[src/rtl/dcache_miss_ctrl.sv]
// Miss handler for the 4-way data cache: dirty-victim write-back burst, refill read burst, block write.
// Optional miss/write-back event counters are enabled with `define DCACHE_MISS_CNT_EN.
module dcache_miss_ctrl #(
    parameter int ADDR_WIDTH = 64,
    parameter int SET_WIDTH  = 512,
    parameter int BUS_WIDTH  = 64
) (
    input  logic                  i_clk,
    input  logic                  i_arst,
    input  logic                  i_mem_access,
    input  logic                  i_hit,
    input  logic                  i_dirty,
    input  logic [ADDR_WIDTH-1:0] i_addr,
    input  logic [ADDR_WIDTH-1:0] i_addr_wb,
    input  logic [SET_WIDTH-1:0]  i_data_block,
    output logic                  o_stall,
    output logic                  o_block_we,
    output logic [SET_WIDTH-1:0]  o_data_block,
    output logic                  o_mem_req_valid,
    output logic                  o_mem_req_we,
    output logic [ADDR_WIDTH-1:0] o_mem_addr,
    input  logic                  i_mem_req_ready,
    output logic                  o_mem_wvalid,
    output logic [BUS_WIDTH-1:0]  o_mem_wdata,
    input  logic                  i_mem_wready,
    input  logic                  i_mem_rvalid,
    input  logic [BUS_WIDTH-1:0]  i_mem_rdata,
`ifdef DCACHE_MISS_CNT_EN
    output logic [31:0]           o_miss_count,
    output logic [31:0]           o_wb_count,
`endif
    output logic                  o_mem_rready
);

    localparam int BEATS    = SET_WIDTH / BUS_WIDTH;
    localparam int CNT_W    = (BEATS > 1) ? $clog2(BEATS) : 1;
    localparam int OFFSET_W = $clog2(SET_WIDTH / 8);
    localparam logic [CNT_W-1:0]      LAST_BEAT   = CNT_W'(BEATS - 1);
    localparam logic [ADDR_WIDTH-1:0] OFFSET_MASK =
        ~((ADDR_WIDTH'(1) << OFFSET_W) - ADDR_WIDTH'(1));

    typedef enum logic [2:0] {
        IDLE      = 3'd0,
        WB_REQ    = 3'd1,
        WB_DATA   = 3'd2,
        FILL_REQ  = 3'd3,
        FILL_DATA = 3'd4,
        REFILL    = 3'd5
    } state_t;

    state_t                state_r;
    logic [CNT_W-1:0]      cnt_r;
    logic [ADDR_WIDTH-1:0] fill_addr_r;
    logic [SET_WIDTH-1:0]  wb_block_r;
    logic                  req_valid_r;
    logic                  req_we_r;
    logic [ADDR_WIDTH-1:0] mem_addr_r;
    logic                  wvalid_r;
    logic [BUS_WIDTH-1:0]  wdata_r;
    logic                  rready_r;
    logic                  block_we_r;
    logic [SET_WIDTH-1:0]  data_block_r;

    logic                  miss_s;
    logic [ADDR_WIDTH-1:0] fill_addr_s;

    assign miss_s      = i_mem_access & ~i_hit;
    assign fill_addr_s = i_addr & OFFSET_MASK;

    assign o_block_we      = block_we_r;
    assign o_data_block    = data_block_r;
    assign o_mem_req_valid = req_valid_r;
    assign o_mem_req_we    = req_we_r;
    assign o_mem_addr      = mem_addr_r;
    assign o_mem_wvalid    = wvalid_r;
    assign o_mem_wdata     = wdata_r;
    assign o_mem_rready    = rready_r;

    // Stall is raised in the miss cycle itself and held until the FSM is back in IDLE.
    always_comb begin
        o_stall = 1'b1;
        if (state_r == IDLE) begin
            o_stall = miss_s;
        end else begin
            o_stall = 1'b1;
        end
    end

    // Miss FSM; every memory-side output is a register set on the transition into its state.
    always_ff @(posedge i_clk or posedge i_arst) begin
        if (i_arst) begin
            state_r      <= IDLE;
            cnt_r        <= '0;
            fill_addr_r  <= '0;
            wb_block_r   <= '0;
            req_valid_r  <= 1'b0;
            req_we_r     <= 1'b0;
            mem_addr_r   <= '0;
            wvalid_r     <= 1'b0;
            wdata_r      <= '0;
            rready_r     <= 1'b0;
            block_we_r   <= 1'b0;
            data_block_r <= '0;
        end else begin
            case (state_r)
                IDLE: begin
                    block_we_r <= 1'b0;
                    if (miss_s) begin
                        fill_addr_r <= fill_addr_s;
                        req_valid_r <= 1'b1;
                        if (i_dirty) begin
                            wb_block_r <= i_data_block;
                            req_we_r   <= 1'b1;
                            mem_addr_r <= i_addr_wb;
                            state_r    <= WB_REQ;
                        end else begin
                            req_we_r   <= 1'b0;
                            mem_addr_r <= fill_addr_s;
                            state_r    <= FILL_REQ;
                        end
                    end
                end
                WB_REQ: begin
                    if (i_mem_req_ready) begin
                        req_valid_r <= 1'b0;
                        req_we_r    <= 1'b0;
                        wvalid_r    <= 1'b1;
                        wdata_r     <= wb_block_r[BUS_WIDTH-1:0];
                        cnt_r       <= '0;
                        state_r     <= WB_DATA;
                    end
                end
                WB_DATA: begin
                    if (i_mem_wready) begin
                        if (cnt_r == LAST_BEAT) begin
                            wvalid_r    <= 1'b0;
                            wdata_r     <= '0;
                            req_valid_r <= 1'b1;
                            req_we_r    <= 1'b0;
                            mem_addr_r  <= fill_addr_r;
                            cnt_r       <= '0;
                            state_r     <= FILL_REQ;
                        end else begin
                            // Preload the next beat so wdata is registered and stable while waiting.
                            wdata_r <= wb_block_r[(int'(cnt_r) + 1) * BUS_WIDTH +: BUS_WIDTH];
                            cnt_r   <= cnt_r + CNT_W'(1);
                        end
                    end
                end
                FILL_REQ: begin
                    if (i_mem_req_ready) begin
                        req_valid_r <= 1'b0;
                        rready_r    <= 1'b1;
                        cnt_r       <= '0;
                        state_r     <= FILL_DATA;
                    end
                end
                FILL_DATA: begin
                    if (i_mem_rvalid) begin
                        data_block_r[int'(cnt_r) * BUS_WIDTH +: BUS_WIDTH] <= i_mem_rdata;
                        if (cnt_r == LAST_BEAT) begin
                            rready_r   <= 1'b0;
                            block_we_r <= 1'b1;
                            cnt_r      <= '0;
                            state_r    <= REFILL;
                        end else begin
                            cnt_r <= cnt_r + CNT_W'(1);
                        end
                    end
                end
                REFILL: begin
                    block_we_r <= 1'b0;
                    state_r    <= IDLE;
                end
                default: begin
                    state_r     <= IDLE;
                    cnt_r       <= '0;
                    req_valid_r <= 1'b0;
                    req_we_r    <= 1'b0;
                    wvalid_r    <= 1'b0;
                    rready_r    <= 1'b0;
                    block_we_r  <= 1'b0;
                end
            endcase
        end
    end

`ifdef DCACHE_MISS_CNT_EN
    logic [31:0] miss_count_r;
    logic [31:0] wb_count_r;

    assign o_miss_count = miss_count_r;
    assign o_wb_count   = wb_count_r;

    // Free-running event counters; wrap naturally at 2^32.
    always_ff @(posedge i_clk or posedge i_arst) begin
        if (i_arst) begin
            miss_count_r <= 32'd0;
            wb_count_r   <= 32'd0;
        end else begin
            if ((state_r == IDLE) && miss_s) begin
                miss_count_r <= miss_count_r + 32'd1;
            end
            if ((state_r == WB_REQ) && i_mem_req_ready) begin
                wb_count_r <= wb_count_r + 32'd1;
            end
        end
    end
`endif

endmodule

[config.mk]
export PLATFORM = sky130hd
export DESIGN_NAME = dcache_miss_ctrl
export DESIGN_NICKNAME = d
export VERILOG_FILES = /design/src/rtl/dcache_miss_ctrl.sv
export SDC_FILE = /design/constraint.sdc
export NUM_CORES = 2
export LEC_CHECK = 0
export ABC_AREA = 1
export CAP_MARGIN = 15
export CORE_AREA = 4 4 522 524
export DETAILED_ROUTE_END_ITERATION = 6
export DIE_AREA = 0 0 526 528
export GPL_TIMING_DRIVEN = 0
export PLACE_DENSITY = 0.5
export SYNTH_ARGS = -nofsm -noshare
export SYNTH_HDL_FRONTEND = slang
export SYNTH_SLANG_ARGS = --single-unit
[constraint.sdc]
create_clock -name i_clk -period 135.7 [get_ports i_clk]
set_input_delay 27.14 -clock i_clk [delete_from_list [all_inputs] [get_ports i_clk]]
set_output_delay 27.14 -clock i_clk [all_outputs]
set_load 0.005 [all_outputs]
==> run_results.csv <==
group,metric,value,unit
status,status,"completed",
setup_path,cp_top_family,"buffers and inverters",
logic_synthesis,synth_ff_type,"dfrtp_1",
pwr,powerDensity,19.29,nW/um^2
cts,cts_max_level,4,
setup_path,cp_slowest_stage_delay,0.84,ns
sta,fin_crit_sh,0.4125,
sta,setup_viol,0,
floorplan,core,267400,sq um
sta,clock.fmax,0.01787,GHz
min_path,min_path_type,"register to register",
logic_synthesis,synth.net_count,7930,
sta,worst_hold_slack,0.4668,ns
setup_path,worstPathArrival,28.83,ns
setup_path,reg2reg_from,"cnt_r[0]$_DFFE_PP0P_",
grt,grt_max_degree,122,
run,maxCapViolCount,0,
place,postPlaceCellArea,74100,sq um
pwr,ir_drop,13.44,uV
logic_synthesis,ys_seq_area_frac,0.5488,
setup_path,cp_data_required_time,108.56,ns
floorplan,die_h,528,um
logic_synthesis,ys_warn_count,0,
cts,root_buffer,"clkbuf_16",
routing,viasPerCell,4.475,
finish,layout_common_cells,"2957 x nand2_1, 1350 x clkdlybuf4s50_1, 1221 x dfrtp_1",
place,gp_congestion,0.9660,
setup_path,start_kind,"input port",
setup_path,crit_buf_inv,3,
sta,fin_crit,55.97,ns
setup_path,critPathMaxFanout,2,
grt,gr-total-overflow,0,
pwr,power,1.530,mW
cts,cts.sinks,1221,
sta,drv_slew,0,
routing,first_iter_violations,4424,
sta,worst_slack,79.73,ns
floorplan,io_pins,1358,
sta,skew,0.03718,ns
routing,routed_wl,339.8,mm
finish,final_common_cell,"nand2_1",
cts,cts-hold-fix-buffers,0,
finish,final_area,79330,sq um
floorplan,die-area,277700,sq um
sta,slew_headroom,0.1047,
routing,via_count,55590,
sta,fin_setup_tns,0,ns
place,dp_cells,12130,
pwr,leakage,38.83,nW
logic_synthesis,synth_edf_count,0,
routing,wl_per_cell,27.35,um
logic_synthesis,postSynthCellCount,7211,
grt,antenna_found_initial,66,
setup_path,startpoint,"i_hit",
routing,post-route-drc-count,0,
logic_synthesis,netlist_area,55670,sq um
setup_path,critPathKind,"input port to output port",
setup_path,endpoint_kind,"output port",
cts,post_cts_buffers,0,
routing,final_antenna_net_count,0,
grt,grt_pass1_vias,56210,
setup_path,cp_common_cell,"clkdlybuf4s50_1",
floorplan,initial_utilization,0.2082,
grt,track_usage,0.2362,
place,place_ws,79.71,ns
logic_synthesis,yosysUniqueCellTypes,27,
finish,layout.nets,9455,
cts,cts_buffers,152,
grt,grt_first_pass_wirelength,458.8,mm
finish,area_delta_synth_final,42.50,%
floorplan,placementRows,190,
setup_path,cp_cell_sequence,"clkdlybuf4s50_1 > inv_1 > nand2_1 > nand3_1 > clkdlybuf4s50_1",
place,place_hpwl,282.1,mm
min_path,hp-start,"o_mem_req_we$_DFFE_PP0P_",
finish,fin_cells,12420,
place,port_buffers,1350,
cts,insertion_delay,0.81,ns
cts,cts-resized-gates,0,
floorplan,die_w,526,um
cts,path_clk_slew,0.06,ns
logic_synthesis,synth_area_per_cell,7.721,sq um
logic_synthesis,synth-seq-cells,1221,
setup_path,crit_slowest_cell,"clkdlybuf4s50_1",
sta,hold_viol_final,0,
cts,cts_tree,"built",
sta,rsz0062_at_grt,"false",
sta,tightest_slew,1.343,ns
cts,clockBufferDepth,3,
finish,utilization,0.2966,
routing,firstDrtPassIters,5,
finish,drive_gt1_frac,0.05399,
logic_synthesis,ys_async_sr_fraction,1.000,
-- worst reg2reg max path, cell delays in order (launching register included) --
cell	delay, ns
dfrtp_1	0.48
inv_1	0.38
clkbuf_2	0.68
clkbuf_2	0.74
buf_2	0.52
ha_1	0.37
inv_1	0.15
clkbuf_1	0.56
buf_16	0.23
buf_1	0.78
nand3_1	0.66
o21ai_0	0.32
-- sequential cells by signal (all words and copies together), names as in the netlist --
signal,flops
cnt_r,3
fill_addr_r,58
o_block_we,1
o_data_block,512
o_mem_addr,64
o_mem_req_valid,1
o_mem_req_we,1
o_mem_rready,1
o_mem_wdata,64
o_mem_wvalid,1
state_r,3
wb_block_r,512
-- layout make-up --
class / count / area [sq um]
multi-input cells: 4865 / 20380
well taps: 3552 / 4444
clock buffers: 212 / 4280
inverters: 632 / 2380
repair buffers: 1371 / 13960
flip-flops and latches: 1221 / 30550
diodes: 17 / 42.54
clock inverters: 60 / 907.1
plain buffers: 493 / 2381
fillers: 28900 / 188100
-- synth_stat cells, types with 36 or more instances --
master / count / area (sq um)
inv_1: 625 / 2346
buf_2: 146 / 730.7
o21ai_0: 557 / 2788
buf_6: 38 / 427.9
nand2_1: 2957 / 11100
nor3_1: 89 / 445.4
dfrtp_1: 1221 / 30550
nand3_1: 769 / 3849
clkbuf_1: 259 / 972.2
a21oi_1: 132 / 660.6
nor2_1: 329 / 1235
buf_1: 36 / 135.1
-- report_power, final --
group          leakage (nW)  internal, mW  switching [mW]
clock network          2.52         0.249           0.179
logic                  20.4         0.183           0.387
registers              15.9         0.469          0.0623
total                  38.8         0.902           0.628
-- logic make-up (layout without fill, tap and decap cells) --
family | count (synthesis) | count (layout) | share of synthesized area
compound gates | 701 | 701 | 0.06311
buf+inv | 1125 | 2768 | 0.08520
simple gates | 4157 | 4157 | 0.3013
flops | 1221 | 1221 | 0.5488
other cells | 0 | 17 | 0
fa+ha+maj | 7 | 7 | 0.001573
-- routing by layer --
metal	vias to the layer above	track usage	wire [um]
met5	-	0	303
met4	46	0.1140	18320
met3	516	0.05408	22070
met2	2188	0.4150	167600
met1	27310	0.2702	131500
li1	25530	-	-
-- path summary, 6_finish.rpt --
path	to	slack (ns)	cells past startpoint
setup / recovery	o_stall	79.73	5
hold / removal	o_mem_req_we$_DFFE_PP0P_	0.47	2
setup reg to reg	o_data_block[503]$_DFFE_PP0P_	129.73	11
hold reg to reg	o_mem_req_we$_DFFE_PP0P_	0.47	2
max in group asynchronous	wb_block_r[151]$_DFFE_PP0P_	105.79	7
min in group asynchronous	o_data_block[486]$_DFFE_PP0P_	26.90	2
Power figures use the tool's default switching activity.
